[src/rtl/multi_lane_unit.sv]
// Multi-lane multi-cycle unit: each lane captures an operand and finishes after its own delay.
// A single done pulse follows the slowest lane. Optional per-lane pulses: MULTI_LANE_UNIT_LANE_DONE_EN.

module multi_lane_lane #(
  parameter int LANE_W  = 32,
  parameter int DELAY_W = 4
) (
  input  logic               clock,
  input  logic               reset,
  input  logic               i_acc,
  input  logic [LANE_W-1:0]  i_data,
  input  logic [DELAY_W-1:0] i_dly,
  output logic [LANE_W-1:0]  o_data,
  output logic               o_fin,
  output logic               o_nxt_fin
);
  typedef enum logic {L_IDLE, L_RUN} lane_st_t;

  lane_st_t           r_state;
  logic [DELAY_W-1:0] r_dly;
  logic [DELAY_W-1:0] r_cnt;
  logic [LANE_W-1:0]  r_data;

  always_ff @(posedge clock or negedge reset) begin
    if (!reset) begin
      r_state <= L_IDLE;
      r_dly   <= '0;
      r_cnt   <= '0;
      r_data  <= '0;
    end else if (i_acc) begin
      r_state <= L_RUN;
      r_dly   <= i_dly;
      r_cnt   <= '0;
      r_data  <= i_data;
    end else if (r_state == L_RUN) begin
      if (o_fin) r_state <= L_IDLE;
      else       r_cnt   <= r_cnt + DELAY_W'(1);
    end
  end

  assign o_data = r_data;
  assign o_fin  = (r_state == L_RUN) && (r_cnt == r_dly);
  // Lane will be finished or idle in the next cycle; lets the top FSM land in DONE exactly on time.
  assign o_nxt_fin = i_acc ? (i_dly == '0)
                           : ((r_state == L_IDLE) || o_fin || ((r_cnt + DELAY_W'(1)) == r_dly));
endmodule

module multi_lane_unit #(
  parameter int LANES   = 2,
  parameter int LANE_W  = 32,
  parameter int DELAY_W = 4
) (
  input  logic                      clock,
  input  logic                      reset,
  input  logic                      start,
  input  logic [LANES*LANE_W-1:0]   inp,
  input  logic [LANES*DELAY_W-1:0]  delay,
  output logic                      busy,
  output logic                      done,
`ifdef MULTI_LANE_UNIT_LANE_DONE_EN
  output logic [LANES-1:0]          lane_done,
`endif
  output logic [LANES*LANE_W-1:0]   out
);
  typedef enum logic [1:0] {S_IDLE, S_RUN, S_DONE} top_st_t;

  top_st_t                       r_state;
  logic                          r_arm;
  logic                          w_acc;
  logic                          w_all_nxt;
  logic [LANES-1:0]              w_fin;
  logic [LANES-1:0]              w_nxt_fin;
  logic [LANES-1:0][LANE_W-1:0]  w_data;

  genvar gi;
  generate
    for (gi = 0; gi < LANES; gi++) begin : g_lane
      multi_lane_lane #(.LANE_W(LANE_W), .DELAY_W(DELAY_W)) u_lane (
        .clock     (clock),
        .reset     (reset),
        .i_acc     (w_acc),
        .i_data    (inp[gi*LANE_W +: LANE_W]),
        .i_dly     (delay[gi*DELAY_W +: DELAY_W]),
        .o_data    (w_data[gi]),
        .o_fin     (w_fin[gi]),
        .o_nxt_fin (w_nxt_fin[gi])
      );
    end
  endgenerate

  // r_arm blocks acceptance on the first edge after reset release.
  assign w_acc     = start && r_arm && ((r_state == S_IDLE) || (r_state == S_DONE));
  assign w_all_nxt = &w_nxt_fin;

  always_ff @(posedge clock or negedge reset) begin
    if (!reset) begin
      r_state <= S_IDLE;
      r_arm   <= 1'b0;
    end else begin
      r_arm <= 1'b1;
      case (r_state)
        S_IDLE:  if (w_acc) r_state <= w_all_nxt ? S_DONE : S_RUN;
        S_RUN:   if (w_all_nxt) r_state <= S_DONE;
        S_DONE:  r_state <= w_acc ? (w_all_nxt ? S_DONE : S_RUN) : S_IDLE;
        default: r_state <= S_IDLE;
      endcase
    end
  end

  assign done = (r_state == S_DONE);
  assign busy = (r_state != S_IDLE);
  assign out  = done ? w_data : '0;
`ifdef MULTI_LANE_UNIT_LANE_DONE_EN
  assign lane_done = w_fin;
`endif
endmodule
[config.mk]
export PLATFORM = sky130hd
export DESIGN_NAME = multi_lane_unit
export DESIGN_NICKNAME = d
export VERILOG_FILES = /design/src/rtl/multi_lane_unit.sv
export SDC_FILE = /design/constraint.sdc
export NUM_CORES = 1
export LEC_CHECK = 0
export BUFFER_PORTS_ARGS = -buffer_cell sky130_fd_sc_hd__buf_2
export CAP_MARGIN = 20
export CORE_MARGIN = 3
export CORE_UTILIZATION = 45
export CTS_CLUSTER_SIZE = 8
export DETAILED_ROUTE_END_ITERATION = 12
export PLACE_DENSITY_LB_ADDON = 0.05
export SYNTH_ARGS = -nofsm -noshare
export SYNTH_HDL_FRONTEND = slang
export SYNTH_SLANG_ARGS = --single-unit
[constraint.sdc]
create_clock -name clock -period 1.65 [get_ports clock]
set_input_delay 0.2475 -clock clock [delete_from_list [all_inputs] [get_ports clock]]
set_output_delay 0.2475 -clock clock [all_outputs]
set_load 0.01 [all_outputs]
Word level (Yosys, flattened, before mapping):

Index checks and enable logic that the tools add are counted.

* $mul: 0
* reductions and logical operators: 19
* div/mod/pow operators: 0
* muxes and demuxes: 20
* equal/unequal tests: 10
* magnitude comparators: 0
* $add $sub $neg: 2
* shift operators: 0
* bitwise logic cells: 2

Operators with widths (number)
* two-way mux 64 bit: 1
* two-way mux 4 bit: 6
* == test 4 bit: 4
* adder 4 x 1 -> 4 bit (second input constant): 2
* zero test 4 bit: 2
* two-way mux 1 bit: 8
* two-way mux 2 bit: 4
* AND reduction 2 bit: 4
* one-hot mux 2 bit (3 select lines): 1
* nonzero test 2 bit: 3
* logical OR 1 bit: 5
* logical AND 1 bit: 4
* inequality test 2 x 1 -> 1 bit (second input constant): 2
* inequality test 2 bit (second input constant): 2
* == test 2 x 1 -> 1 bit (second input constant): 1
* == test 2 bit (second input constant): 1
* zero test 2 bit: 1
* NOT 1 bit: 2

* bits of input ports: 75
* latch bits: 0
* memories: 0
* RAM bits: 0
* bits in registers: 85
* bits in read-only memories: 0
* output and inout bits: 66
* word-level logic and storage cells: 63

Logic depth before layout (Yosys ltp):

Gate-level depths: netlist of the first run.

* word-level depth: 9
* depth in mapped cells: 6
* mapped depth without buffers: 5

Modules after synthesis:

A second synthesis of the first run with hierarchy kept.

* cell total of the unflattened synthesis: 318
* area total of the unflattened synthesis: 4080.2 µm²

Modules (own cells, without submodules)
* multi_lane_lane at g_lane[0].u_lane: area each 1741.7 µm², cells an instance 118, times used 1, seq. area each 1026.0 µm²
* multi_lane_lane at g_lane[1].u_lane: area each 1737.9 µm², cells an instance 117, times used 1, seq. area each 1026.0 µm²
* multi_lane_unit: area each 600.6 µm², cells an instance 83, times used 1, seq. area each 75.1 µm²

Worst setup path after synthesis of the first run:

OpenSTA, ideal clock, no wires.

* path kind: flip-flop to flip-flop
* start point: register g_lane[0].u_lane.r_cnt[0]
* end point: register r_state[0]
* arrival time: 1.480 ns
* stages on the path, launching flop included: 6
* setup time: 0.124 ns
* clock period less this slack: 1.604 ns
* data required time: 1.526 ns
* setup slack: 0.046 ns
* path buffers: 0
* cell sequence: dfrtp_1 > ha_1 > xnor3_1 > and3_1 > a211oi_1 > a211o_1

* cells in the longest elaborated chain, start to end: 9
* elaborated cells between the ends (all ways): 14
* classes of those cells: add/sub (1); eq/ne (3); mux (5); reduce/logical (5)

RTL lines
* start, declared: line 21 `logic [DELAY_W-1:0] r_cnt;`
* start signal, assigned: line 37 `else r_cnt <= r_cnt + DELAY_W'(1);`
* branches (longest 3 deep; another with adder 4 x 1 -> 4 bit)
* logical OR 1 bit (*): line 45 `: ((r_state == L_IDLE) || o_fin || ((r_cnt + DELAY_W'(1)) == r_dly));`
* two-way mux 1 bit (*): line 44 `assign o_nxt_fin = i_acc ? (i_dly == '0)`
* AND reduction 2 bit (*): line 93 `assign w_all_nxt = &w_nxt_fin;`
* two-way mux 2 bit: line 102, 104
* two-way mux 2 bit (on tied branches): line 104, 102
* one-hot mux 2 bit (3 select lines): line 101 `case (r_state)`
* end signal, assigned: line 102 `S_IDLE: if (w_acc) r_state <= w_all_nxt ? S_DONE : S_RUN;`
* end signal, assigned: line 104 `S_DONE: r_state <= w_acc ? (w_all_nxt ? S_DONE : S_RUN) : S_IDLE;`
* end, declared: line 67 `top_st_t r_state;`

Mark *: on every way between the ends. The select of a mux whose other input is x is not followed.
A chain may end at the register's enable or synchronous reset.

Worst setup path in the final report of the first run:

* start point: register r_state[0]
* end point: output port out[12]

* cells in the longest elaborated chain, start to end: 2

RTL lines
* == test 2 bit: line 110 `assign done = (r_state == S_DONE);`
* two-way mux 64 bit: line 112 `assign out = done ? w_data : '0;`
* end, declared: line 63 `output logic [LANES*LANE_W-1:0] out`

No other way between the ends.

==> run summary, run 1 <==
DR WL/cell - 13.91 um
Top-Level Pins - 141
crit path DAT - 1.48 ns
Routability Congestion - 0.8162
number of synthesized flops with an enable pin - 0
Yosys warnings - 0
Final Util - 64.84%
Slew Viols, Final - 0
Critical Path, Cell by Cell - nor2b_4, buf_6, buf_16, and2_1, buf_2
vias in the first global route - 3405
final hold violations - 0
outcome - finished, violations left
Finished Cell Area - 5408 um2
synthesis-to-layout area growth - 38.04%
average size of a mapped cell - 8.667 um2
antenna cells - 0
Clock Path Buffers - 2
layout net count - 686
remaining global-route overflow - 0
Setup crit end kind - output pin
Initial Util - 46.97%
maximum vdd drop - 759.4 uV
PnR worst setup slack - -0.07505 ns
TNS Setup - -3.323 ns
Req. time, crit path - 1.40 ns
failing checks - setup timing
Place WS - -0.02422 ns
Maximum Capacitance Violations - 0
TritonRoute pass-1 iters - 4
DR iter-0 viols - 94
row count - 33
final WL - 9999 um
DRC - 0
core area - 8341 um2
RSZ-0062 raised after global routing - yes
DR vias/cell - 4.727
CTS root buf - clkbuf_8
fin crit period - 1.725 ns
DP Wirelength - 6250 um
die height - 99.31 um
setup violators final - 66
H-tree depth - 3
critical path class - reg2out
critical path buffer and inverter count - 3
sequential area share after synthesis - 54.30%
pwr/cell area - 1561 nW/um2
first-pass GRT wire length - 16430 um
largest net degree at the start of global routing - 63
Mapped Area - 3918 um2
Max FO, Critical Path - 16
largest stage delay on the critical path - 0.43 ns
Max Clk Rate - 579.7 MHz
Largest delay share family, worst path - flip-flops
clk sinks - 85
Vias - 3399
PortBufs - 140
Period Utilization, post-route - 104.5%
Placed Area - 4841 um2
initial antenna violation count - 0
non-filler cells in the finished layout - 719
CTS tree - yes
share of cells above drive strength 1 - 34.53%
Worst Skew - 0.01206 ns
Worst path slowest cell - dfrtp_2
Distinct cells, synth - 29
Antenna Nets Post-Route - 0
GRT Util Overall - 20.97%
Min-Delay Path Class - in2reg
syn nets - 529
asr flop ratio synth - 100.0%
Synth Instances - 452
Placed Cells - 687
Most used DFF post-synth - dfrtp_1
CTS buffer count - 9
synthesized flop and latch total - 85
Die Wd - 99.31 um
clock slew at reported path FFs - 0.09 ns
Startpoint Class - flip-flop
Skew-Pair Late Insertion Delay - 0.35 ns
DIE AREA - 9861 um2
Lkg Pwr - 3.018 nW
-- path summary, 6_finish.rpt --
path / cells past startpoint / slack (ns) / end / startpoint
max in group asynchronous: 3 / 0.73 / g_lane[0].u_lane.r_cnt[1] / reset
hold reg to reg: 2 / 0.47 / g_lane[0].u_lane.o_data[4] / g_lane[0].u_lane.o_data[4]
hold / removal: 3 / 0.08 / g_lane[1].u_lane.o_data[10] / inp[42]
setup reg to reg: 5 / -0.01 / r_state[0] / g_lane[0].u_lane.r_dly[1]
min in group asynchronous: 2 / 0.39 / g_lane[0].u_lane.r_cnt[3] / reset
setup / recovery: 5 / -0.08 / out[12] / r_state[0]
-- logic make-up after synthesis --
logic type,after synthesis,share of synthesized area (%)
buffers and inverters,25,2.395
AND/OR/NAND/NOR,304,34.08
adder cells (fa/ha/maj),2,0.6387
multiplexers,1,0.2555
other,1,0.09572
flip-flops,85,54.30
XOR/XNOR,16,4.312
AO/OA/AOI/OAI,18,3.929
-- state kept, by name, summed over array words and instances, names as in the netlist --
signal                 flops
g_lane.u_lane.r_cnt        8
g_lane.u_lane.o_data      64
r_arm                      1
g_lane.u_lane.r_dly        8
g_lane.u_lane.r_state      2
r_state                    2
-- layout make-up --
class | instances | area (um2)
clock inverters | 5 | 83.83
multi-input cells | 342 | 1810
repair buffers | 169 | 1101
inverters | 2 | 7.507
clock buffers | 11 | 141.4
flip-flops and latches | 85 | 2132
well taps | 105 | 131.4
fillers | 706 | 2933
-- tightest hold or removal path, delay by kind of cell --
| kind | cells | cell delay [ns] |
|---|---|---|
| buffers and inverters | 1 | 0.07 |
| AND/OR/NAND/NOR | 2 | 0.09 |
-- cells in the final DEF, fill, tap and decap left out, types with 5 or more instances in the layout --
cell type  synthesis  final
a21oi_1            7      7
and2_1            64     56
and2_4             0      8
buf_12             0      8
buf_2              0    133
buf_4              0     19
buf_6              0      6
clkbuf_8           0     10
dfrtp_1           85     81
nand2_1          221    221
xor2_1             9      5
xor2_2             2      5
-- synth_stat cells (2+ instances only) --
cell type,n,area share [%]
ha_1,2,0.64
nor4_1,2,0.32
clkbuf_1,22,2.1
o41ai_4,2,1.4
xnor2_1,4,0.89
nand2_1,221,21
o21ai_0,4,0.51
a21oi_1,7,0.89
xor2_1,9,2.0
xor2_2,2,0.83
or3_1,4,0.64
nand3_1,3,0.38
and2_1,64,10
nor2_1,4,0.38
nor2b_1,2,0.32
or2_2,2,0.32
inv_1,2,0.19
dfrtp_1,85,54
-- report_power, final --
| part | switching, mW | internal [mW] |
|---|---|---|
| registers | 0.595 | 3.00 |
| logic | 1.63 | 1.57 |
| clock network | 0.753 | 0.898 |
-- per-layer routing --
layer  share of wire, %  track usage (%)  vias up  wire length (um)
met2                 46            33.68      115              4605
li1                   -                -     1696                 -
met3                6.9            4.909       12               686
met5                  0                0        -                 0
met4                1.4            6.618        0               137
met1                 46            28.34     1576              4569
-- metrics by stage --
step / hold slack [ns] / power (mW)
4_1_cts: 0.06307 / 8.200
6_report: 0.07855 / 8.442
3_5_place_dp: 0.2285 / 6.276
5_1_grt: 0.06162 / 9.100
3_3_place_gp: 0.2280 / 6.142
2_1_floorplan: -0.04809 / 5.334
-- repair_timing --
| item | CTS | global route |
|---|---|---|
| endpoints found under the setup margin | 67 | 72 |
| cloned | 3 | 0 |
| buffers inserted | 6 | 7 |
| endpoints found under the hold margin | 30 | 0 |
| pin swaps | 1 | 7 |
| hold buffers | 1 | 0 |
| resized for setup | 13 | 23 |
Power figures use the tool's default switching activity.
==> inputs of run 2 (changes only) <==
==> constraint.sdc (replaced) <==
create_clock -name clock -period 1.5 [get_ports clock]
set_input_delay 0.225 -clock clock [delete_from_list [all_inputs] [get_ports clock]]
set_output_delay 0.225 -clock clock [all_outputs]
set_load 0.01 [all_outputs]
==> run summary, run 2 (synthesized netlist as in run 1, its figures left out) <==
fill count - 724
Startpoint Class - flip-flop
CTS tree - yes
failing checks - setup timing
Critical Path, Cell by Cell - nor2b_4, buf_6, buf_16, and2_1, buf_2
PnR worst setup slack - -0.1989 ns
TritonRoute pass-1 iters - 4
antenna cells - 0
Max Clk Rate - 588.6 MHz
RSZ-0062 raised after global routing - yes
Metal-1 WL - 4415 um
CTS buffer count - 9
Place WS - -0.1007 ns
first-pass GRT wire length - 16970 um
Antenna Nets Post-Route - 0
Slew Viols, Final - 0
most common cell after layout, fill and taps aside - nand2_1
clk sinks - 85
Min-Delay Path Class - in2reg
Initial Util - 46.97%
crit path DAT - 1.47 ns
met2 routed WL - 4691 um
DR iter-0 viols - 118
share of cells above drive strength 1 - 37.22%
pwr/cell area - 1784 nW/um2
clock slew at reported path FFs - 0.09 ns
Max FO, Critical Path - 16
Worst Skew - 0.01297 ns
DR vias/cell - 4.703
final hold violations - 0
setup violators final - 73
largest net degree at the start of global routing - 86
remaining global-route overflow - 0
largest stage delay on the critical path - 0.43 ns
DR WL/cell - 13.76 um
DP Wirelength - 6334 um
vias in the first global route - 3592
Req. time, crit path - 1.27 ns
Maximum Capacitance Violations - 0
Lkg Pwr - 3.080 nW
final WL - 10060 um
GRT Util Overall - 21.48%
DIE AREA - 9861 um2
synthesis-to-layout area growth - 40.11%
outcome - finished, violations left
Worst path slowest cell - dfrtp_2
fin crit period - 1.699 ns
H-tree depth - 3
Clock Path Buffers - 2
max layer used - met4
Vias - 3438
DR WL met3 - 679 um
row count - 33
core area - 8341 um2
Period Utilization, post-route - 113.3%
PortBufs - 140
initial antenna violation count - 0
CTS root buf - clkbuf_8
die height - 99.31 um
Routability Congestion - 0.8453
Setup crit end kind - output pin
layout net count - 699
Skew-Pair Late Insertion Delay - 0.35 ns
DRC - 0
commonest non-fill, non-tap cells in the layout - nand2_1 (219), buf_2 (133), dfrtp_1 (81)
max FFs per register - 64
maximum vdd drop - 738.9 uV
Die Wd - 99.31 um
critical path class - reg2out
TNS Setup - -10.88 ns
Top-Level Pins - 141
## run 2: changes by cell type in the layout (fill, tap and decap cells not counted), moves of 3 or more
cell / change
o21ai_1: +3
buf_4: +16
a21oi_2: +4
a21oi_1: -4
xor2_2: +3
o21ai_0: -3
buf_12: -5
## run 2: worst paths after layout
path	start	to	slack, ns	depth (start not counted)
max	r_state[0]	out[12]	-0.20	5
min reg2reg	g_lane[0].u_lane.o_data[7]	g_lane[0].u_lane.o_data[7]	0.47	2
min	inp[38]	g_lane[1].u_lane.o_data[6]	0.05	3
min in group asynchronous	reset	g_lane[1].u_lane.r_cnt[3]	0.43	3
max reg2reg	g_lane[1].u_lane.r_cnt[1]	g_lane[1].u_lane.r_cnt[3]	-0.06	5
max in group asynchronous	reset	g_lane[1].u_lane.r_cnt[0]	0.68	3
## run 2: critical path, delay by kind of cell, from the launching register on
kind / cells / cell delay [ns]
buffers and inverters: 3 / 0.42
flip-flops: 1 / 0.43
AND/OR/NAND/NOR: 2 / 0.28
## run 2: per-stage QoR
| stage | power (mW) | hold WS (ns) | instance area [um2] | util [%] | instances |
|---|---|---|---|---|---|
| 2_1_floorplan | 5.936 | -0.07059 | 3943 | - | 452 |
| 3_3_place_gp | 7.007 | 0.3037 | 4923 | 59.03 | 698 |
| 3_5_place_dp | 7.155 | 0.3017 | 4923 | 59.03 | 698 |
| 4_1_cts | 9.548 | 0.03809 | 5394 | 64.67 | 729 |
| 5_1_grt | 10.54 | 0.05125 | 5489 | 65.81 | 731 |
| 6_report | 9.791 | 0.05407 | 5489 | 65.81 | 731 |
## run 2: repair_timing
| action | 4_1_cts | 5_1_grt |
|---|---|---|
| endpoints found under the hold margin | 85 | 0 |
| setup buffers | 12 | 4 |
| gates resized for setup | 18 | 26 |
| pin swaps | 18 | 8 |
| setup endpoints to repair | 76 | 133 |
| gates cloned | 3 | 0 |
| hold buffers | 1 | 0 |
## run 2: layout make-up
class	count	area [um2]	share of cell area, %
Inverter	2	7.507	0.1368
Multi-Input combinational cell	342	1847	33.64
Sequential cell	85	2132	38.84
Clock inverter	5	100.1	1.824
Tap cell	105	131.4	2.393
Timing Repair Buffer	182	1144	20.83
Clock buffer	10	127.6	2.325
## run 2: per-layer routing
metal	vias to the layer above	track usage, %
li1	1721	-
met1	1603	27.36
met2	96	34.76
met3	18	5.750
met4	0	9.034
met5	-	0
## run 2: power by group
part	internal (mW)	switching (mW)	leakage, nW
registers	3.30	0.614	1.05
clock network	1.09	0.799	0.116
logic	2.03	1.96	1.91
total	6.42	3.38	3.08
